## config.mk

```make
export PLATFORM = sky130hd
export DESIGN_NAME = te_branch_map_decoder_flat
export DESIGN_NICKNAME = d
export VERILOG_FILES = /design/src/rtl/te_branch_map_decoder_if.sv /design/src/rtl/te_branch_map_decoder.sv /design/src/flat_wrapper.sv
export SDC_FILE = /design/constraint.sdc
export NUM_CORES = 1
export LEC_CHECK = 0
export CAP_MARGIN = 20
export CORE_ASPECT_RATIO = 2
export CORE_MARGIN = 1.5
export CORE_UTILIZATION = 51
export DETAILED_ROUTE_END_ITERATION = 10
export GPL_ROUTABILITY_DRIVEN = 0
export HOLD_SLACK_MARGIN = 0.08
export PLACE_DENSITY = 0.79
export SLEW_MARGIN = 25
export SYNTH_ARGS = -nofsm -noshare
export SYNTH_HDL_FRONTEND = slang
export SYNTH_SLANG_ARGS = --single-unit
```

## constraint.sdc

```tcl
create_clock -name clk_i -period 2.6 [get_ports clk_i]
set_clock_uncertainty 0.15 [all_clocks]
set_input_delay 0.52 -clock clk_i [delete_from_list [all_inputs] [get_ports clk_i]]
set_output_delay 0.52 -clock clk_i [all_outputs]
set_load 0.005 [all_outputs]
```

## src/rtl/te_branch_map_decoder_if.sv

```systemverilog
// Handshake bundle for te_branch_map_decoder: map/count input side, lane output side, flush.
// The master modport drives the pair, flush and out_ready; the slave modport is the decoder.
interface te_branch_map_decoder_if #(
   parameter int unsigned N                = 1,
   parameter int unsigned BRANCH_MAP_LEN   = 31,
   parameter int unsigned BRANCH_COUNT_LEN = 5
);
   logic                        in_valid;
   logic                        in_ready;
   logic [BRANCH_MAP_LEN-1:0]   map;
   logic [BRANCH_COUNT_LEN-1:0] branches;
   logic                        flush;
   logic [N-1:0]                out_valid;
   logic [N-1:0]                out_taken;
   logic                        out_last;
   logic                        out_ready;
   logic [BRANCH_COUNT_LEN-1:0] branches_left;
   logic                        busy;

   modport master (
      output in_valid, map, branches, flush, out_ready,
      input  in_ready, out_valid, out_taken, out_last, branches_left, busy
   );

   modport slave (
      input  in_valid, map, branches, flush, out_ready,
      output in_ready, out_valid, out_taken, out_last, branches_left, busy
   );
endinterface

```

## src/rtl/te_branch_map_decoder.sv

```systemverilog
// Replays a branch map oldest-first (bit 0 first), up to N outcomes per beat.
// Optional macro TE_BRANCH_MAP_ZERO_IS_FULL_EN: a zero branch count means a full map.
module te_branch_map_decoder #(
   parameter int unsigned N                = 1,
   parameter int unsigned BRANCH_MAP_LEN   = 31,
   parameter int unsigned BRANCH_COUNT_LEN = 5
) (
   input logic                    clk_i,
   input logic                    rst_ni,
   te_branch_map_decoder_if.slave bus
);

   localparam int unsigned IdxW = $clog2(BRANCH_MAP_LEN) + 1;
   localparam int unsigned CntW = BRANCH_COUNT_LEN;

   typedef enum logic [0:0] {StIdle, StDrain} state_e;

   state_e                    state_q, state_d;
   logic [BRANCH_MAP_LEN-1:0] map_q, map_d;
   logic [IdxW-1:0]           idx_q, idx_d;
   logic [CntW-1:0]           rem_q, rem_d;

   logic [CntW-1:0]           eff_cnt;
   logic [CntW-1:0]           beat_cnt;
   logic [BRANCH_MAP_LEN-1:0] map_sh;
   logic                      accept;

   // Counts above the map width are clamped to a full map.
   always_comb begin
      eff_cnt = bus.branches;
      if (32'(bus.branches) > BRANCH_MAP_LEN) begin
         eff_cnt = CntW'(BRANCH_MAP_LEN);
      end
`ifdef TE_BRANCH_MAP_ZERO_IS_FULL_EN
      if (bus.branches == '0) begin
         eff_cnt = CntW'(BRANCH_MAP_LEN);
      end
`endif
   end

   always_comb begin
      beat_cnt = CntW'(N);
      if (32'(rem_q) < N) begin
         beat_cnt = rem_q;
      end
   end

   assign bus.in_ready = (state_q == StIdle) & ~bus.flush;
   assign accept       = bus.in_valid & bus.in_ready;

   // Flush wins over both accept and beat transfer.
   always_comb begin
      state_d = state_q;
      map_d   = map_q;
      idx_d   = idx_q;
      rem_d   = rem_q;
      if (bus.flush) begin
         state_d = StIdle;
         idx_d   = '0;
         rem_d   = '0;
      end else begin
         unique case (state_q)
            StIdle: begin
               if (accept && (eff_cnt != '0)) begin
                  map_d   = bus.map;
                  idx_d   = '0;
                  rem_d   = eff_cnt;
                  state_d = StDrain;
               end
            end
            StDrain: begin
               if (bus.out_ready) begin
                  idx_d = idx_q + IdxW'(beat_cnt);
                  rem_d = rem_q - beat_cnt;
                  if (rem_q == beat_cnt) begin
                     state_d = StIdle;
                  end
               end
            end
            default: state_d = StIdle;
         endcase
      end
   end

   always_ff @(posedge clk_i or negedge rst_ni) begin
      if (!rst_ni) begin
         state_q <= StIdle;
         map_q   <= '0;
         idx_q   <= '0;
         rem_q   <= '0;
      end else begin
         state_q <= state_d;
         map_q   <= map_d;
         idx_q   <= idx_d;
         rem_q   <= rem_d;
      end
   end

   assign map_sh = map_q >> idx_q;

   for (genvar g = 0; g < N; g++) begin : g_lane
      logic in_map;
      assign in_map = (int'(idx_q) + g) < int'(BRANCH_MAP_LEN);
      assign bus.out_valid[g] = (state_q == StDrain) && (int'(beat_cnt) > g) && in_map;
      if (g < BRANCH_MAP_LEN) begin : g_bit
         assign bus.out_taken[g] = bus.out_valid[g] & ~map_sh[g];
      end else begin : g_none
         assign bus.out_taken[g] = 1'b0;
      end
   end

   assign bus.out_last      = (state_q == StDrain) && (int'(rem_q) <= int'(N));
   assign bus.branches_left = rem_q;
   assign bus.busy          = (state_q == StDrain);

endmodule

```

## src/flat_wrapper.sv

```systemverilog
// flat-port wrapper written by rule: the top's interface ports become plain ports
module te_branch_map_decoder_flat 
#(
   parameter int unsigned N                = 1,
   parameter int unsigned BRANCH_MAP_LEN   = 31,
   parameter int unsigned BRANCH_COUNT_LEN = 5
)
  (clk_i, rst_ni, bus_in_valid, bus_map, bus_branches, bus_flush, bus_out_ready, bus_in_ready, bus_out_valid, bus_out_taken, bus_out_last, bus_branches_left, bus_busy);
  te_branch_map_decoder_if #(.N(N), .BRANCH_MAP_LEN(BRANCH_MAP_LEN), .BRANCH_COUNT_LEN(BRANCH_COUNT_LEN)) bus_i ();
  input logic clk_i;
  input logic rst_ni;
  input wire logic [$bits(bus_i.in_valid)-1:0] bus_in_valid;
  input wire logic [$bits(bus_i.map)-1:0] bus_map;
  input wire logic [$bits(bus_i.branches)-1:0] bus_branches;
  input wire logic [$bits(bus_i.flush)-1:0] bus_flush;
  input wire logic [$bits(bus_i.out_ready)-1:0] bus_out_ready;
  output wire logic [$bits(bus_i.in_ready)-1:0] bus_in_ready;
  output wire logic [$bits(bus_i.out_valid)-1:0] bus_out_valid;
  output wire logic [$bits(bus_i.out_taken)-1:0] bus_out_taken;
  output wire logic [$bits(bus_i.out_last)-1:0] bus_out_last;
  output wire logic [$bits(bus_i.branches_left)-1:0] bus_branches_left;
  output wire logic [$bits(bus_i.busy)-1:0] bus_busy;
  assign bus_i.in_valid = bus_in_valid;
  assign bus_i.map = bus_map;
  assign bus_i.branches = bus_branches;
  assign bus_i.flush = bus_flush;
  assign bus_i.out_ready = bus_out_ready;
  assign bus_in_ready = bus_i.in_ready;
  assign bus_out_valid = bus_i.out_valid;
  assign bus_out_taken = bus_i.out_taken;
  assign bus_out_last = bus_i.out_last;
  assign bus_branches_left = bus_i.branches_left;
  assign bus_busy = bus_i.busy;
  te_branch_map_decoder #(.N(N), .BRANCH_MAP_LEN(BRANCH_MAP_LEN), .BRANCH_COUNT_LEN(BRANCH_COUNT_LEN)) u_core (.clk_i(clk_i), .rst_ni(rst_ni), .bus(bus_i));
endmodule
```

# Yosys cells after proc, flatten, opt, wreduce, memory -nomap -nowiden
# Index checks and enable logic that the tools add are counted.
# totals
ff_bits,43
inputBits,41
# classes
n_addsub,2
magnitude_cmp,4
eq_ne,3
shifts,1
n_mux,14
bitwise_logic,6
n_reduce_logical,7
# op_table
cell,count
>> shifter 31 x 6 -> 1 bit,1
two-way mux 5 bit,4
two-way mux 6 bit,3
case mux 6 bit (2 select lines),1
case mux 5 bit (2 select lines),1
adder 6 x 5 -> 6 bit,1
"< comparator 6 x 5 -> 1 bit, second input constant",1
"!= test 3 bit, second input constant",2
equality test 5 bit,1
"> comparator 5 x 1 -> 1 bit, second input constant",1
"less-or-equal comparator 5 x 1 -> 1 bit, second input constant",1
"< comparator 5 x 1 -> 1 bit, second input constant",1
nonzero test 5 bit,1
subtractor 5 bit,1
logical AND 1 bit,4
two-way mux 1 bit,4
AND 1 bit,3
NOT 1 bit,3
AND reduction 3 bit,1
case mux 1 bit (2 select lines),1
AND reduction 2 bit,1

# Logic depth before layout (Yosys ltp)
# depth
ltp_word,7
depth_mapped,8

# Least setup slack after synthesis
# OpenSTA, ideal clock, no wires.
# synth_path
path_kind,register -> register
startpoint,register u_core.rem_q[2] (netlist: u_core.bus.branches_left[2])
endpoint,register u_core.idx_q[4]
setup_ns,0.124
arrival_ns,1.979
setup_slack_ns,0.347
stages_incl_launch_ff,9
n_path_buf,0
synth_period_minus_slack_ns,2.253
path_cell_list,dfrtp_1 nor3_1 nand3_1 ha_1 fa_1 a21o_1 a21oi_1 xor2_1 o31ai_1
# synth_via
elab_chain_cells,6
# synth_lines
element,line,source
from (decl),te_branch_map_decoder.sv:21,"logic [CntW-1:0] rem_q, rem_d;"
from (signal assigned),te_branch_map_decoder.sv:95,rem_q <= rem_d;
< comparator 5 x 1 -> 1 bit,te_branch_map_decoder.sv:43,if (32'(rem_q) < N) begin
two-way mux 5 bit *,te_branch_map_decoder.sv:43,
adder 6 x 5 -> 6 bit *,te_branch_map_decoder.sv:73,idx_d = idx_q + IdxW'(beat_cnt);
two-way mux 6 bit *,te_branch_map_decoder.sv:72,if (bus.out_ready) begin
case mux 6 bit (2 select lines) *,te_branch_map_decoder.sv:62,unique case (state_q)
two-way mux 6 bit *,te_branch_map_decoder.sv:57,if (bus.flush) begin
to (signal assigned),te_branch_map_decoder.sv:94,idx_q <= idx_d;
to (decl),te_branch_map_decoder.sv:20,"logic [IdxW-1:0] idx_q, idx_d;"
# Every way passes the cells marked *; elsewhere a longest branch is shown, timed or not. The select of a mux whose other input is x is not followed.
# A chain may end at the register's enable or synchronous reset.

# Final worst setup path
# layout_path
startpoint,register u_core.idx_q[0]
endpoint,output bus_out_taken
# layout_via
elab_chain_cells,3
# layout_lines
element,line,source
>> shifter 31 x 6 -> 1 bit / < comparator 6 x 5 -> 1 bit (equally long branches),"te_branch_map_decoder.sv:99, te_branch_map_decoder.sv:103",
NOT 1 bit / logical AND 1 bit (equally long branches),"te_branch_map_decoder.sv:106, te_branch_map_decoder.sv:104",
AND 1 bit *,te_branch_map_decoder.sv:106,assign bus.out_taken[g] = bus.out_valid[g] & ~map_sh[g];
to (decl),flat_wrapper.sv:19,output wire logic [$bits(bus_i.out_taken)-1:0] bus_out_taken;
# Every way passes the cells marked *; elsewhere a longest branch is shown, timed or not.

==> impl_metrics.xml <==
<?xml version="1.0" encoding="UTF-8"?>
<metrics>
  <group name="status">
    <metric name="status" unit="">finished clean</metric>
  </group>
  <group name="grt">
    <metric name="grt_pass1_vias" unit="">2056</metric>
    <metric name="grt_max_degree" unit="">27</metric>
    <metric name="grt-ovfl-total" unit="">0</metric>
    <metric name="combined_global_route_utilization_of_all_metal_layers" unit="%">25.4</metric>
    <metric name="grt_antenna_before_repair" unit="">0</metric>
    <metric name="first_pass_grt_wire_length" unit="um">9740</metric>
  </group>
  <group name="routing">
    <metric name="wire_per_inst" unit="um">18.2</metric>
    <metric name="num_vias" unit="">1907</metric>
    <metric name="first_iter_violations" unit="">37</metric>
    <metric name="drc_errors" unit="">0</metric>
    <metric name="vias_per_cell" unit="">5.89</metric>
    <metric name="postRouteAntennaNets" unit="">0</metric>
    <metric name="routed_wl" unit="um">5910</metric>
    <metric name="drt-pass1-iter-count" unit="">4</metric>
  </group>
  <group name="setup_path">
    <metric name="worst-path-max-fanout" unit="">5</metric>
    <metric name="timing.rr.end" unit="">u_core.idx_q[4]$_DFFE_PN0P_</metric>
    <metric name="r2r_slack" unit="ps">180</metric>
    <metric name="cp-end-kind" unit="">primary output</metric>
    <metric name="cp.arrival" unit="ps">1910</metric>
    <metric name="worst_r2r_startpoint" unit="">u_core.bus.branches_left[2]$_DFFE_PN0P_</metric>
    <metric name="r2r_cells" unit="">8</metric>
    <metric name="worst-setup-path-type" unit="">reg2out</metric>
    <metric name="critPathRequiredTime" unit="ps">1930</metric>
    <metric name="start_kind" unit="">flip-flop</metric>
  </group>
  <group name="clock_network">
    <metric name="htree_num_levels" unit="">2</metric>
    <metric name="worst_skew_pair.late_latency" unit="ps">300</metric>
    <metric name="cts-root-to-sink-buffers" unit="">2</metric>
    <metric name="cts_tree" unit="">yes</metric>
    <metric name="clock_sink_count" unit="">43</metric>
    <metric name="clk_root_buffer_cell" unit="">clkbuf_8</metric>
    <metric name="tritoncts.num_buffers" unit="">5</metric>
    <metric name="cts.reportedPaths.clkPinSlew" unit="ps">90</metric>
  </group>
  <group name="die">
    <metric name="fp.dieW" unit="um">52.6</metric>
    <metric name="rows" unit="">36</metric>
    <metric name="floorplan.core_area" unit="um^2">4820</metric>
    <metric name="die_height" unit="um">102</metric>
    <metric name="floorplan.initialDensity" unit="%">52.1</metric>
    <metric name="io-pin-count" unit="">51</metric>
    <metric name="die_area" unit="um^2">5370</metric>
  </group>
  <group name="cells_and_area">
    <metric name="insertedDiodeCount" unit="">0</metric>
    <metric name="post_route_cells_drive_above_1_share" unit="%">31.8</metric>
    <metric name="final_common_cell" unit="">clkdlybuf4s50_1</metric>
    <metric name="area_growth_syn_to_layout" unit="%">33.8</metric>
    <metric name="final_net_count" unit="">315</metric>
    <metric name="final-instance-count-excl-fill" unit="">324</metric>
    <metric name="fillCellCount" unit="">348</metric>
    <metric name="layout_common_cells" unit="">clkdlybuf4s50_1, dfrtp_1, mux2_4</metric>
  </group>
  <group name="min_path">
    <metric name="worst_hold_path.num_cells" unit="">1</metric>
    <metric name="worst_hold_path_type" unit="">reg2reg</metric>
    <metric name="hold_path_endpoint" unit="">u_core.map_q[15]$_DFFE_PN0P_</metric>
    <metric name="hold_path.startpoint" unit="">u_core.map_q[15]$_DFFE_PN0P_</metric>
  </group>
  <group name="sta">
    <metric name="slew_violations" unit="">0</metric>
    <metric name="timing.max_slew.rel_slack" unit="%">62.7</metric>
    <metric name="finalHoldViolCount" unit="">0</metric>
    <metric name="period_minus_slack" unit="ps">2580</metric>
    <metric name="setup_tns" unit="ps">0</metric>
    <metric name="timing.final.setup_violations" unit="">0</metric>
    <metric name="final_period_utilization" unit="%">99.1</metric>
    <metric name="achievable-frequency" unit="GHz">0.388</metric>
    <metric name="rsz_0062_raised_after_global_routing" unit="">yes</metric>
    <metric name="tightestPinTransition" unit="ps">559</metric>
  </group>
  <group name="power_and_ir_drop">
    <metric name="finalPower" unit="W">0.00191</metric>
    <metric name="ir_worst_vdd" unit="mV">0.565</metric>
    <metric name="p_leak" unit="nW">1.53</metric>
    <metric name="power_density" unit="nW/um^2">569</metric>
  </group>
  <group name="logic_synthesis">
    <metric name="mean_post_synth_cell_area" unit="um^2">13.3</metric>
    <metric name="netlist_instances" unit="">188</metric>
    <metric name="synth.yosys.seq_area_share" unit="%">42.9</metric>
    <metric name="synth.distinct_cells" unit="">53</metric>
    <metric name="yosys_most_used_dff" unit="">dfrtp_1</metric>
    <metric name="syn_area" unit="um^2">2510</metric>
    <metric name="synth_edf_count" unit="">0</metric>
    <metric name="synth_seq_cells" unit="">43</metric>
    <metric name="yosysWarnings" unit="">0</metric>
    <metric name="ys_async_sr_fraction" unit="%">100</metric>
  </group>
  <group name="place">
    <metric name="io_buffers" unit="">50</metric>
    <metric name="placedCellCount" unit="">314</metric>
    <metric name="place_hpwl" unit="um">4650</metric>
  </group>
  <group name="job">
    <metric name="timing.max_cap.violations" unit="">0</metric>
  </group>
</metrics>
[state kept, by name (all words and copies together) (netlist names)]
register / flops
u_core.bus.busy: 1
u_core.idx_q: 6
u_core.bus.branches_left: 5
u_core.map_q: 31
[critical path: stages, from the launching register on]
cell	delay (ps)
dfrtp_2	430
buf_12	140
mux4_2	500
a21boi_2	150
o211ai_1	100
a21boi_1	160
buf_2	140
[final cells by class]
class / count / area [um^2] / share of cell area (%)
Clock buffer: 5 / 68.8 / 2.05
Tap cell: 57 / 71.3 / 2.12
Inverter: 4 / 15.0 / 0.447
Sequential cell: 43 / 1080 / 32.1
Timing Repair Buffer: 76 / 724 / 21.6
Multi-Input combinational cell: 136 / 1380 / 41.0
Clock inverter: 3 / 23.8 / 0.708
[synthesized netlist by cell type, types with 2 or more instances]
cell | number | area share (%)
nand3b_1 | 2 | 0.60
o2bb2ai_1 | 2 | 0.70
o21a_1 | 2 | 0.60
nand3_1 | 4 | 0.80
nor2b_1 | 5 | 1.2
o31ai_1 | 3 | 0.90
mux2_4 | 30 | 18
nor3_1 | 3 | 0.60
and2_1 | 2 | 0.50
and3_1 | 2 | 0.50
a21boi_1 | 2 | 0.60
nand2_1 | 8 | 1.2
nor2_1 | 4 | 0.60
buf_12 | 3 | 2.4
and4_1 | 2 | 0.70
inv_1 | 3 | 0.45
mux4_2 | 7 | 6.3
a21o_1 | 4 | 1.2
clkbuf_1 | 3 | 0.45
nor4_1 | 3 | 0.75
mux2i_1 | 3 | 1.2
buf_2 | 2 | 0.40
nand4_1 | 5 | 1.2
dfrtp_1 | 43 | 43
a21oi_1 | 5 | 1.0
ha_1 | 7 | 3.5
o21ai_0 | 3 | 0.60
[metrics by stage]
stage	hold WS [ps]	setup slack (ps)	utilization [%]	cell area [um^2]
finish	364	22.5	69.7	3360
global route	379	-57.9	69.7	3360
CTS	370	-31.6	69.3	3340
detailed placement	342	-63.6	66.5	3200
global placement	343	-35.0	66.5	3200
floorplan	74.4	347	-	2520
[cell families (layout without fill, tap and decap cells)]
logic type      Yosys count  in the layout  share of synthesized area, %
simple gates             45             45                          10.9
flops                    43             43                          42.9
mux                      41             41                          25.9
compound gates           35             35                          10.9
buf+inv                  13             88                          4.29
fa+ha+maj                 8              8                          4.29
xor+xnor                  2              2                         0.698
other cells               1              5                         0.149
[power by group]
| group | total [W] | switching (W) | internal, W | leakage, nW |
|---|---|---|---|---|
| registers | 0.000882 | 0.0000941 | 0.000788 | 0.524 |
| logic | 0.000591 | 0.000215 | 0.000376 | 0.967 |
| clock network | 0.000437 | 0.000245 | 0.000192 | 0.0408 |
| total | 0.00191 | 0.000554 | 0.00136 | 1.53 |
[how the worst max path moves through the flow]
| stage | from | endpoint | slack, ps | cells after the start |
|---|---|---|---|---|
| 6_report | u_core.idx_q[0]$_DFFE_PN0P_ | bus_out_taken | 20 | 6 |
| 5_1_grt | u_core.idx_q[0]$_DFFE_PN0P_ | bus_out_taken | -60 | 6 |
| 4_1_cts | u_core.idx_q[0]$_DFFE_PN0P_ | bus_out_taken | -30 | 6 |
| 3_5_place_dp | u_core.idx_q[0]$_DFFE_PN0P_ | bus_out_taken | -60 | 6 |
| 3_3_place_gp | u_core.idx_q[0]$_DFFE_PN0P_ | bus_out_taken | -30 | 6 |
| 2_1_floorplan | u_core.bus.branches_left[2]$_DFFE_PN0P_ | u_core.idx_q[4]$_DFFE_PN0P_ | 350 | 8 |
[layer usage]
metal  GRT usage [%]  share of wire, %  vias up
li1                -                 -      862
met1            26.3                35      944
met2            47.7                58       71
met3            3.51               3.1       30
met4            12.0               4.7        0
met5               0                 0        -
[timing repair]
item                       in CTS  in global routing
gates resized for setup        10                  5
pin swaps                       3                  6
buffers inserted                0                  1
hold buffers                    1                  0
cloned                          1                  0
setup endpoints to repair       2                  3
hold endpoints to repair       15                  0
Power figures use the tool's default switching activity.
